`src/rtl/uart_wb_host.sv`:
```
// UART command frames in, single 32-bit Wishbone master cycles out.
// Define UART_WB_HOST_CHECKSUM_EN for the trailing XOR byte in both directions.
module uart_wb_host #(
   parameter int CLK_DIV = 868,
   parameter int TIMEOUT = 255
) (
   input  logic        wb_clk_i,
   input  logic        wb_rst_i,
   input  logic        uart_rx_i,
   output logic        uart_tx_o,
   output logic        wbm_cyc_o,
   output logic        wbm_stb_o,
   output logic        wbm_we_o,
   output logic [3:0]  wbm_sel_o,
   output logic [31:0] wbm_adr_o,
   output logic [31:0] wbm_dat_o,
   input  logic [31:0] wbm_dat_i,
   input  logic        wbm_ack_i,
   output logic        busy_o,
   output logic        err_o
);
   localparam int CW = $clog2(CLK_DIV);
   localparam logic [CW-1:0] C_END = CW'(CLK_DIV - 1);
   localparam logic [CW-1:0] C_MID = CW'(CLK_DIV / 2 - 1);
   localparam logic [7:0] TMO_END = 8'(TIMEOUT - 1);

   typedef enum logic [2:0] {
      S_IDLE, S_ADDR, S_DATA, S_CSUM, S_BUS, S_RESP
   } state_t;
`ifdef UART_WB_HOST_CHECKSUM_EN
   localparam state_t S_TAIL = S_CSUM;
   localparam logic [2:0] RD_N = 3'd5;
`else
   localparam state_t S_TAIL = S_BUS;
   localparam logic [2:0] RD_N = 3'd4;
`endif

   logic [1:0]    r_sync;
   logic          w_rx;
   logic          r_rx_act;
   logic [CW-1:0] r_rx_cnt;
   logic [3:0]    r_rx_bit;
   logic [7:0]    r_rx_sh;
   logic          r_rx_vld;
   logic          r_rx_ferr;

   assign w_rx = r_sync[1];

   // bit 0 is the start bit (checked at half period), 1-8 data, 9 stop
   always_ff @(posedge wb_clk_i) begin
      r_sync    <= {r_sync[0], uart_rx_i};
      r_rx_vld  <= 1'b0;
      r_rx_ferr <= 1'b0;
      if (wb_rst_i) begin
         r_sync   <= 2'b11;
         r_rx_act <= 1'b0;
         r_rx_cnt <= '0;
         r_rx_bit <= '0;
         r_rx_sh  <= '0;
      end else if (!r_rx_act) begin
         r_rx_cnt <= '0;
         r_rx_bit <= '0;
         r_rx_act <= ~w_rx;
      end else if (r_rx_bit == 4'd0) begin
         if (r_rx_cnt == C_MID) begin
            r_rx_cnt <= '0;
            r_rx_bit <= 4'd1;
            r_rx_act <= ~w_rx;
         end else begin
            r_rx_cnt <= r_rx_cnt + 1'b1;
         end
      end else if (r_rx_cnt == C_END) begin
         r_rx_cnt <= '0;
         r_rx_bit <= r_rx_bit + 4'd1;
         if (r_rx_bit == 4'd9) begin
            r_rx_act  <= 1'b0;
            r_rx_vld  <= w_rx;
            r_rx_ferr <= ~w_rx;
         end else begin
            r_rx_sh <= {w_rx, r_rx_sh[7:1]};
         end
      end else begin
         r_rx_cnt <= r_rx_cnt + 1'b1;
      end
   end

   state_t        r_state;
   state_t        w_nxt;
   logic [1:0]    r_bcnt;
   logic          r_we;
   logic [7:0]    r_tmo;
   logic          w_err;
   logic          w_tx_go;
   logic [47:0]   w_tx_buf;
   logic [2:0]    w_tx_n;
   logic          w_tx_done;
   logic [7:0]    w_rsum;
`ifdef UART_WB_HOST_CHECKSUM_EN
   logic [7:0]    r_csum;
`endif

   logic          r_tx_act;
   logic [CW-1:0] r_tx_cnt;
   logic [3:0]    r_tx_bit;
   logic [9:0]    r_tx_frm;
   logic [39:0]   r_tx_buf;
   logic [2:0]    r_tx_left;

   assign uart_tx_o = r_tx_frm[0];
   assign w_tx_done = r_tx_act && r_tx_cnt == C_END &&
                      r_tx_bit == 4'd9 && r_tx_left == 3'd0;

   // queued bytes follow the previous stop bit with no idle gap
   always_ff @(posedge wb_clk_i) begin
      if (wb_rst_i) begin
         r_tx_act  <= 1'b0;
         r_tx_cnt  <= '0;
         r_tx_bit  <= '0;
         r_tx_frm  <= '1;
         r_tx_buf  <= '0;
         r_tx_left <= '0;
      end else if (w_tx_go) begin
         r_tx_act  <= 1'b1;
         r_tx_cnt  <= '0;
         r_tx_bit  <= '0;
         r_tx_frm  <= {1'b1, w_tx_buf[47:40], 1'b0};
         r_tx_buf  <= w_tx_buf[39:0];
         r_tx_left <= w_tx_n;
      end else if (r_tx_act) begin
         if (r_tx_cnt != C_END) begin
            r_tx_cnt <= r_tx_cnt + 1'b1;
         end else begin
            r_tx_cnt <= '0;
            if (r_tx_bit != 4'd9) begin
               r_tx_frm <= {1'b1, r_tx_frm[9:1]};
               r_tx_bit <= r_tx_bit + 4'd1;
            end else if (r_tx_left == 3'd0) begin
               r_tx_act <= 1'b0;
            end else begin
               r_tx_frm  <= {1'b1, r_tx_buf[39:32], 1'b0};
               r_tx_buf  <= {r_tx_buf[31:0], 8'h00};
               r_tx_left <= r_tx_left - 3'd1;
               r_tx_bit  <= '0;
            end
         end
      end
   end

   assign w_rsum = 8'h06 ^ wbm_dat_i[31:24] ^ wbm_dat_i[23:16] ^
                   wbm_dat_i[15:8] ^ wbm_dat_i[7:0];

   always_comb begin
      w_nxt    = r_state;
      w_err    = 1'b0;
      w_tx_go  = 1'b0;
      w_tx_buf = {8'h15, 40'h0};
      w_tx_n   = 3'd0;
      unique case (r_state)
         S_IDLE: if (r_rx_vld) begin
            if (r_rx_sh == 8'h57 || r_rx_sh == 8'h52) w_nxt = S_ADDR;
            else w_err = 1'b1;
         end
         S_ADDR: if (r_rx_vld && r_bcnt == 2'd3)
            w_nxt = r_we ? S_DATA : S_TAIL;
         S_DATA: if (r_rx_vld && r_bcnt == 2'd3) w_nxt = S_TAIL;
`ifdef UART_WB_HOST_CHECKSUM_EN
         S_CSUM: if (r_rx_vld) begin
            if (r_rx_sh == r_csum) begin
               w_nxt = S_BUS;
            end else begin
               w_err   = 1'b1;
               w_tx_go = 1'b1;
               w_nxt   = S_RESP;
            end
         end
`endif
         S_BUS: if (wbm_ack_i) begin
            w_tx_go = 1'b1;
            w_nxt   = S_RESP;
            if (r_we) begin
               w_tx_buf = {8'h06, 40'h0};
            end else begin
               w_tx_buf = {8'h06, wbm_dat_i, w_rsum};
               w_tx_n   = RD_N;
            end
         end else if (r_tmo == TMO_END) begin
            w_err   = 1'b1;
            w_tx_go = 1'b1;
            w_nxt   = S_RESP;
         end
         S_RESP: if (w_tx_done) w_nxt = S_IDLE;
         default: w_nxt = S_IDLE;
      endcase
      if (r_rx_ferr && r_state != S_BUS && r_state != S_RESP) begin
         w_err = 1'b1;
         w_nxt = S_IDLE;
      end
   end

   always_ff @(posedge wb_clk_i) begin
      if (wb_rst_i) begin
         r_state   <= S_IDLE;
         r_bcnt    <= '0;
         r_we      <= 1'b0;
         r_tmo     <= '0;
         err_o     <= 1'b0;
         wbm_adr_o <= '0;
         wbm_dat_o <= '0;
`ifdef UART_WB_HOST_CHECKSUM_EN
         r_csum    <= '0;
`endif
      end else begin
         r_state <= w_nxt;
         err_o   <= w_err;
         r_tmo   <= (r_state == S_BUS) ? r_tmo + 8'd1 : 8'd0;
         if (r_rx_vld && r_state == S_IDLE) begin
            r_we   <= (r_rx_sh == 8'h57);
            r_bcnt <= '0;
         end
         if (r_rx_vld && r_state == S_ADDR) begin
            wbm_adr_o <= {wbm_adr_o[23:0], r_rx_sh};
            r_bcnt    <= r_bcnt + 2'd1;
         end
         if (r_rx_vld && r_state == S_DATA) begin
            wbm_dat_o <= {wbm_dat_o[23:0], r_rx_sh};
            r_bcnt    <= r_bcnt + 2'd1;
         end
`ifdef UART_WB_HOST_CHECKSUM_EN
         if (r_rx_vld)
            r_csum <= (r_state == S_IDLE) ? r_rx_sh : r_csum ^ r_rx_sh;
`endif
      end
   end

   assign wbm_cyc_o = (r_state == S_BUS);
   assign wbm_stb_o = wbm_cyc_o;
   assign wbm_we_o  = wbm_cyc_o & r_we;
   assign wbm_sel_o = {4{wbm_cyc_o}};
   assign busy_o    = (r_state != S_IDLE);
endmodule

```
`config.mk`:
```
export PLATFORM = sky130hd
export DESIGN_NAME = uart_wb_host
export DESIGN_NICKNAME = d
export VERILOG_FILES = /design/src/rtl/uart_wb_host.sv
export SDC_FILE = /design/constraint.sdc
export NUM_CORES = 1
export LEC_CHECK = 0
export CELL_PAD_IN_SITES_DETAIL_PLACEMENT = 0
export CELL_PAD_IN_SITES_GLOBAL_PLACEMENT = 1
export CORE_ASPECT_RATIO = 0.9
export CORE_UTILIZATION = 45
export CTS_BUF_LIST = sky130_fd_sc_hd__clkbuf_2 sky130_fd_sc_hd__clkbuf_4 sky130_fd_sc_hd__clkbuf_8
export CTS_CLUSTER_DIAMETER = 40
export DETAILED_ROUTE_END_ITERATION = 6
export GPL_TIMING_DRIVEN = 0
export HOLD_SLACK_MARGIN = 0.02
export PLACE_DENSITY_LB_ADDON = 0.08
export SLEW_MARGIN = 0
export SYNTH_ARGS = -nofsm -noshare
export SYNTH_HDL_FRONTEND = slang
export SYNTH_SLANG_ARGS = --single-unit
```
`constraint.sdc`:
```
create_clock -name wb_clk_i -period 4.05 [get_ports wb_clk_i]
set_input_delay 0.81 -clock wb_clk_i [delete_from_list [all_inputs] [get_ports wb_clk_i]]
set_output_delay 0.81 -clock wb_clk_i [all_outputs]
set_load 0.1 [all_outputs]
```
==> results.yml, run 1 <==
run_status:
  status: "finished with violations"
  violations: "design-rule violations"
detailed_routing:
  vias: 6516
  wirelength_um: 18510
  drt-pass1-iter-count: 7
  remaining_drc_errors: 14
  drtAntennaViolNets: 0
  post_drt_via_cell_ratio: 5.263
  wire_per_inst_um: 14.95
  drtIter0Drc: 429
min_path:
  min_path_type: "flop to flop"
clock_network:
  htreeDepth: 4
  cts_resized: 0
  clockRootBuffer: "clkbuf_8"
  cts_tree: "done"
  ctsHoldBuffers: 0
  cts_inserted_buffers: 17
  path_clk_slew_ps: 90
  postCtsSetupBuffers: 0
  clock-sinks: 173
  cts_buffer_depth: 2
  clk_latency_ps: 460
power_and_ir_drop:
  p_leak_nw: 3.068
  vdd_ir_drop_max_mv: 0.2363
  p_per_area_mw_per_mm2: 333.2
  p_total_w: 0.003089
timing:
  min_period_ps: 3564
  fin_ws_ps: 486.0
  hold_viol: 0
  fmax_mhz: 280.6
  drv_slew: 0
  relSlewSlack_pct: 31.84
  tightestPinTransition_ps: 1013
  setup_tns_ps: 0
  finalCritPeriodShare_pct: 88.00
  setup-violations-final: 0
  clock_skew_ps: 16.83
  rsz0062_at_grt: "no"
global_route:
  grt_overflow: 0
  grt_max_degree: 17
  antenna_found_initial: 0
  grt_pass1_vias: 5965
  grt_use_total_pct: 22.12
  grt_pass1_wl_um: 30810
logic_synthesis:
  synthTopCellsByCount: "nand2_1, dfxtp_1, a21oi_1"
  synth_top_area_share_pct: 46.05
  synth_cell_type_count: 60
  synth_cells: 891
  synth-edff-count: 0
  yosys.area.top_type: "dfxtp_1"
  yosysMostFrequentCell: "nand2_1"
  synth-main-ff-cell: "dfxtp_1"
  syn_area_mm2: 0.007521
  syn_nets: 938
  async_flop_share_pct: 0
  ys_top_cells_by_area: "dfxtp_1, nand2_1, a21oi_1, a211oi_2, xnor2_1"
  synth-seq-cells: 173
  synth.avg_cell_area_um2: 8.441
  yosysWarnings: 0
  ys_seq_area_share_pct: 46.05
die:
  core_mm2: 0.01624
  io_pins: 110
  start_util_pct: 46.31
  rows: 44
  die_height_um: 124.6
  die_area_mm2: 0.01723
  fp.dieW_um: 138.3
cells_and_area:
  n_antenna_cell: 0
  fin_nets: 1065
  drive_gt1_share_pct: 8.244
  fin_util_pct: 57.09
  layout.cells.non_filler: 1238
  area_growth_pct: 23.27
worst_setup_path:
  worstPathMaxFanout: 15
  worstSetupPathType: "flop to primary output"
  arrival_ps: 2750
  worst_setup_path_start_kind: "flop"
  cp.required_ps: 3240
  cp-end-kind: "primary output"
placed_design:
  post-dp-hpwl_um: 13120
  place_congestion: 0.8066
  dpl.cell_count: 1206
  dp_slack_ps: 576.1
  port-buffer-count: 108
job:
  maxCapViolations: 0
cell families (layout without fill, tap and decap cells):
group                      count (synthesis)  after routing  share of synthesized area, %
AOI/OAI and AO/OA                        193            193                         17.30
xor gates and xnor gates                  51             51                         5.939
adders and majority gates                 11             11                         1.830
buffers and inverters                     79            219                         4.824
DFF                                      173            173                         46.05
muxes                                     15             15                         2.013
and+or+nand+nor                          369            369                         22.04
per-stage QoR:
step	instance area, um2	hold WS, ps
2_1_floorplan	7521	389.5
3_5_place_dp	8861	407.4
3_3_place_gp	8861	392.6
4_1_cts	9256	437.3
6_report	9271	437.5
5_1_grt	9271	455.4
cells in the final DEF (no fill, tap or decap), types with 3 or more instances in the layout:
master           instances
a21oi_1                 80
nand3b_1                 4
nor2_1                  72
nand4_1                 10
a32oi_1                  9
nor2b_1                  3
mux2i_1                 14
buf_4                    8
inv_1                   14
clkbuf_8                17
nand2b_1                 9
clkdlybuf4s50_1        102
or3_1                    3
xnor2_1                 32
nand2_1                191
clkinv_2                 3
a221oi_1                 7
clkinvlp_4               3
and3_1                   5
a211oi_2                27
or2_2                    4
inv_6                    4
nand3_1                 11
buf_6                    4
clkbuf_1                49
o21ai_0                 46
nor4_1                   3
dfxtp_1                173
dlymetal6s2s_1           6
a211oi_1                 6
xor2_1                  19
nor3_1                  35
nor3b_1                  5
ha_1                    11
power breakdown:
part           leakage (nW)  internal [W]  switching, W
combinational          1.48     0.0000627     0.0000875
clock                 0.195      0.000558      0.000676
sequential             1.39       0.00170    0.00000184
worst max-delay path: stages (launching register included):
cell            delay (ps)
dfxtp_1                310
clkbuf_1               200
nor2_1                 240
and2_1                 170
clkbuf_1               450
buf_4                  200
dlymetal6s2s_1         730
area by class of cell:
cell class	instances	area, um2
fillers	1546	6969
clock buffers	17	234.0
plain buffers	64	306.5
clock inverters	15	161.4
flip-flops and latches	173	3463
multi-input cells	639	3695
inverters	15	56.30
repair buffers	108	1096
well taps	207	259.0
flip-flops by register name, summed over array words and instances (netlist names), 4 cells and up:
signal     flops
r_tx_buf      40
wbm_adr_o     32
wbm_dat_o     32
r_rx_cnt      10
r_tx_cnt      10
r_tx_frm       9
r_rx_sh        8
r_tmo          8
r_rx_bit       4
r_tx_bit       4
worst paths after layout:
kind                                               from                        to  slack (ps)  cells past startpoint
worst min-delay path               r_sync[0]$_SDFF_PP1_      r_sync[1]$_SDFF_PP1_         440                      1
worst max register to register  r_state[0]$_SDFFE_PP0P_  r_tx_frm[8]$_SDFFE_PP1P_        1280                      8
worst max-delay path            r_state[0]$_SDFFE_PP0P_              wbm_sel_o[2]         490                      6
worst min register to register     r_sync[0]$_SDFF_PP1_      r_sync[1]$_SDFF_PP1_         440                      1
per-layer routing:
| metal | up-vias | wire, um | track usage (%) |
|---|---|---|---|
| met5 | - | 0 | 0 |
| met4 | 0 | 181 | 5.552 |
| met3 | 14 | 743 | 4.421 |
| met2 | 132 | 7887 | 32.71 |
| met1 | 3065 | 9695 | 32.67 |
| li1 | 3305 | - | - |
(Power assumes the default switching activity.)
==> inputs of run 2 (changes only) <==
Settings changed: CAP_MARGIN set to 20.
==> results.yml, run 2 (same netlist as run 1, synthesis figures left out) <==
detailed_routing:
  drtAntennaViolNets: 0
  wirelength_um: 18490
  post_drt_via_cell_ratio: 5.271
  drtIter0Drc: 415
  wire_per_inst_um: 14.92
  vias: 6531
  drt-pass1-iter-count: 7
  remaining_drc_errors: 14
global_route:
  grt_pass1_wl_um: 30810
  antenna_found_initial: 0
  grt_max_degree: 17
  grt_pass1_vias: 5965
  grt_overflow: 0
  grt_use_total_pct: 22.12
clock_network:
  postCtsSetupBuffers: 0
  clockRootBuffer: "clkbuf_8"
  clk_latency_ps: 460
  htreeDepth: 4
  path_clk_slew_ps: 90
  cts_buffer_depth: 2
  cts_tree: "done"
  clock-sinks: 173
  cts_inserted_buffers: 17
cells_and_area:
  largest_reg_flops: 40
  fillers: 1547
  largest_register: "r_tx_buf"
  fin_nets: 1066
  multi_input_area_mm2: 0.003695
  biggestRegsByFlops: "r_tx_buf x40, wbm_adr_o x32, wbm_dat_o x32"
  drive_gt1_share_pct: 8.333
  area_growth_pct: 23.34
  n_antenna_cell: 0
  final_common_cell: "nand2_1"
  seq_area_mm2: 0.003463
  fin_area_mm2: 0.009276
  layout_common_cells: "nand2_1, dfxtp_1, clkdlybuf4s50_1"
run_status:
  violations: "design-rule violations"
  status: "finished with violations"
worst_setup_path:
  worst_setup_path_start_kind: "flop"
  arrival_ps: 2760
  worstPathMaxFanout: 15
  cp-end-kind: "primary output"
  worstSetupPathType: "flop to primary output"
  r2r_slack_ps: 1300
  reg2reg_depth: 8
  cp.required_ps: 3240
timing:
  clock_skew_ps: 16.24
  tightestPinTransition_ps: 1047
  setup-violations-final: 0
  min_period_ps: 3567
  rsz0062_at_grt: "no"
  fmax_mhz: 280.3
  relSlewSlack_pct: 30.03
  drv_slew: 0
  finalCritPeriodShare_pct: 88.09
  setup_tns_ps: 0
  hold_viol: 0
placed_design:
  place_area_mm2: 0.008861
  post-dp-hpwl_um: 13120
  place_congestion: 0.8066
  port-buffer-count: 108
die:
  io_pins: 110
  rows: 44
  die_height_um: 124.6
  die_area_mm2: 0.01723
  core_mm2: 0.01624
  fp.dieW_um: 138.3
  start_util_pct: 46.31
power_and_ir_drop:
  p_total_w: 0.003086
  p_per_area_mw_per_mm2: 332.7
  vdd_ir_drop_max_mv: 0.2368
  p_leak_nw: 3.073
min_path:
  min_path_type: "flop to flop"
  hold_depth: 1
job:
  maxCapViolations: 0
-- run 2: cell count changes in the layout (fill, tap and decap cells not counted) --
cell | previous run | this run
buf_2 | 1 | 2
-- run 2: final cells by class --
class                   count  area share (%)
well taps                 207           2.792
multi-input cells         639           39.83
repair buffers            109           11.87
clock inverters            15           1.740
clock buffers              17           2.522
flip-flops and latches    173           37.33
plain buffers              64           3.305
inverters                  15          0.6070
-- run 2: final timing paths --
path	endpoint	startpoint
worst max-delay path	wbm_sel_o[2]	r_state[0]$_SDFFE_PP0P_
worst min-delay path	r_sync[1]$_SDFF_PP1_	r_sync[0]$_SDFF_PP1_
worst max register to register	r_tx_frm[8]$_SDFFE_PP1P_	r_state[0]$_SDFFE_PP0P_
worst min register to register	r_sync[1]$_SDFF_PP1_	r_sync[0]$_SDFF_PP1_
-- run 2: repair_timing --
item                                    4_1_cts  5_1_grt
hold buffers                                  0        0
hold endpoints to repair                      0        0
endpoints found under the setup margin        0        6
resized for setup                             0        6
-- run 2: worst max-delay path, stage by stage, from the launching register on --
cell	delay, ps
dfxtp_1	310
clkbuf_1	200
nor2_1	240
and2_1	170
clkbuf_1	450
buf_4	200
dlymetal6s2s_1	730
-- run 2: metrics by stage --
| stage | hold WS, ps | instances | util [%] | setup slack (ps) |
|---|---|---|---|---|
| after floorplan | 389.5 | 891 | - | 948.7 |
| after global placement | 392.6 | 1206 | 54.56 | 576.3 |
| after detailed placement | 407.4 | 1206 | 54.56 | 576.1 |
| after CTS | 437.3 | 1238 | 57.00 | 55.05 |
| after global routing | 455.4 | 1239 | 57.12 | 276.3 |
| final | 441.5 | 1239 | 57.12 | 482.5 |
-- run 2: layer usage --
layer	track usage, %	up-vias	part of all wire [%]
li1	-	3306	-
met1	32.67	3078	52
met2	32.71	134	43
met3	4.421	13	4.0
met4	5.552	0	0.96
met5	0	-	0
-- run 2: report_power, final --
group	leakage (nW)	switching (W)	internal (W)	total (W)
Sequential	1.39	0.00000187	0.00170	0.00170
Combinational	1.48	0.0000879	0.0000627	0.000151
Clock	0.195	0.000673	0.000558	0.00123
Total	3.07	0.000763	0.00232	0.00309
==> inputs of run 3 (changes only) <==
Settings changed: CORE_MARGIN set to 5.
==> results.yml, run 3 (same netlist as run 1, synthesis figures left out) <==
clock_network:
  cts_inserted_buffers: 17
  ctsHoldBuffers: 0
  cts_buffer_depth: 2
  htreeDepth: 4
  clk_latency_ps: 470
  cts_resized: 0
  clock-sinks: 173
  path_clk_slew_ps: 90
  cts_tree: "done"
  postCtsSetupBuffers: 0
  clockRootBuffer: "clkbuf_8"
worst_setup_path:
  worstPathMaxFanout: 15
  worstSetupPathType: "flop to primary output"
  path_common_cell: "clkbuf_1"
  arrival_ps: 3060
  critical-path-max-stage-delay_ps: 1250
  worst_setup_path_start_kind: "flop"
  cp-end-kind: "primary output"
  path_cells: "clkbuf_1 > nor2_1 > and2_1 > clkbuf_1 > clkdlybuf4s50_1"
  crit_path_top_delay_cell: "clkdlybuf4s50_1"
  cp.required_ps: 3240
timing:
  min_period_ps: 3865
  finalCritPeriodShare_pct: 95.44
  tightestPinTransition_ps: 997.4
  rsz0062_at_grt: "no"
  fin_ws_ps: 184.8
  drv_slew: 0
  setup-violations-final: 0
  fmax_mhz: 258.7
  relSlewSlack_pct: 32.89
  setup_tns_ps: 0
  hold_viol: 0
  clock_skew_ps: 16.98
detailed_routing:
  drt-pass1-iter-count: 5
  drtAntennaViolNets: 0
  vias: 6420
  drtIter0Drc: 295
  remaining_drc_errors: 0
  post_drt_via_cell_ratio: 5.186
  wirelength_um: 18890
  wire_per_inst_um: 15.26
job:
  maxCapViolations: 0
power_and_ir_drop:
  p_per_area_mw_per_mm2: 321.8
  p_leak_nw: 3.026
  vdd_ir_drop_max_mv: 0.2061
  p_total_w: 0.002972
cells_and_area:
  fin_nets: 1065
  fin_area_mm2: 0.009236
  drive_gt1_share_pct: 8.244
  largest_reg_flops: 40
  area_growth_pct: 22.81
  n_antenna_cell: 0
  largest_register: "r_tx_buf"
  biggestRegsByFlops: "r_tx_buf x40, wbm_adr_o x32, wbm_dat_o x32"
  layout_common_cells: "nand2_1, dfxtp_1, clkdlybuf4s50_1"
  final_common_cell: "nand2_1"
global_route:
  antenna_found_initial: 0
  grt_overflow: 0
  grt_use_total_pct: 18.95
  grt_max_degree: 17
  grt_pass1_vias: 5878
  grt_pass1_wl_um: 30420
die:
  rows: 44
  die_height_um: 132.6
  fp.dieW_um: 146.3
  core_mm2: 0.01630
  io_pins: 110
  start_util_pct: 46.15
  die_area_mm2: 0.01940
placed_design:
  port-buffer-count: 108
  place_area_mm2: 0.008861
  place_congestion: 0.7969
  dp_slack_ps: 602.3
  post-dp-hpwl_um: 13540
min_path:
  min_path_type: "flop to flop"
run_status:
  status: "finished, final reports clean"
## run 3: cell count changes in the layout (fill, tap and decap cells not counted), sizes merged
| cell | change |
|---|---|
| clkdlybuf4s50 | +1 |
| clkinv | -1 |
| dlymetal6s2s | -1 |
| inv | -3 |
| bufinv | -2 |
| clkinvlp | +2 |
| clkbuf | +4 |
| buf | -1 |
## run 3: layer usage
metal  global-route usage, %  part of all wire (%)  up-vias
met1                   27.09                    51     2956
li1                        -                     -     3303
met4                   4.493                   1.0        0
met2                   28.98                    43      143
met5                       0                     0        -
met3                   4.583                   4.6       18
## run 3: worst max-delay path: cells and delay by family, from the launching register on
| family | cells | cell delay, ps |
|---|---|---|
| DFF | 1 | 300 |
| buffers and inverters | 3 | 1920 |
| and+or+nand+nor | 2 | 390 |
## run 3: layout make-up
class                      count  area [um2]
fill                        1567        7059
multi-input combinational    639        3695
sequential                   173        3463
timing repair buffer         108        1094
buffer                        64       306.5
clock buffer                  21       276.5
tap                          207       259.0
clock inverter                11       86.33
inverter                      15       56.30
## run 3: through the flow
stage	hold slack [ps]	instances	utilization [%]
after floorplan	389.5	891	-
after global placement	391.5	1206	54.38
after detailed placement	398.1	1206	54.38
after CTS	434.8	1238	56.60
after global routing	453.2	1238	56.68
final	430.7	1238	56.68
## run 3: report_power, final
group          switching, W  internal, W  total [W]  leakage (nW)
sequential       0.00000181      0.00170    0.00170          1.39
clock              0.000643     0.000475    0.00112         0.172
combinational     0.0000863    0.0000627   0.000149          1.46
## run 3: final timing paths
kind | end | slack, ps | startpoint | cells after the start
min reg2reg | r_sync[1]$_SDFF_PP1_ | 430 | r_sync[0]$_SDFF_PP1_ | 1
max reg2reg | r_tx_buf[16]$_SDFFE_PP0P_ | 1300 | r_state[0]$_SDFFE_PP0P_ | 8
max | wbm_cyc_o | 180 | r_state[0]$_SDFFE_PP0P_ | 5
min | r_sync[1]$_SDFF_PP1_ | 430 | r_sync[0]$_SDFF_PP1_ | 1
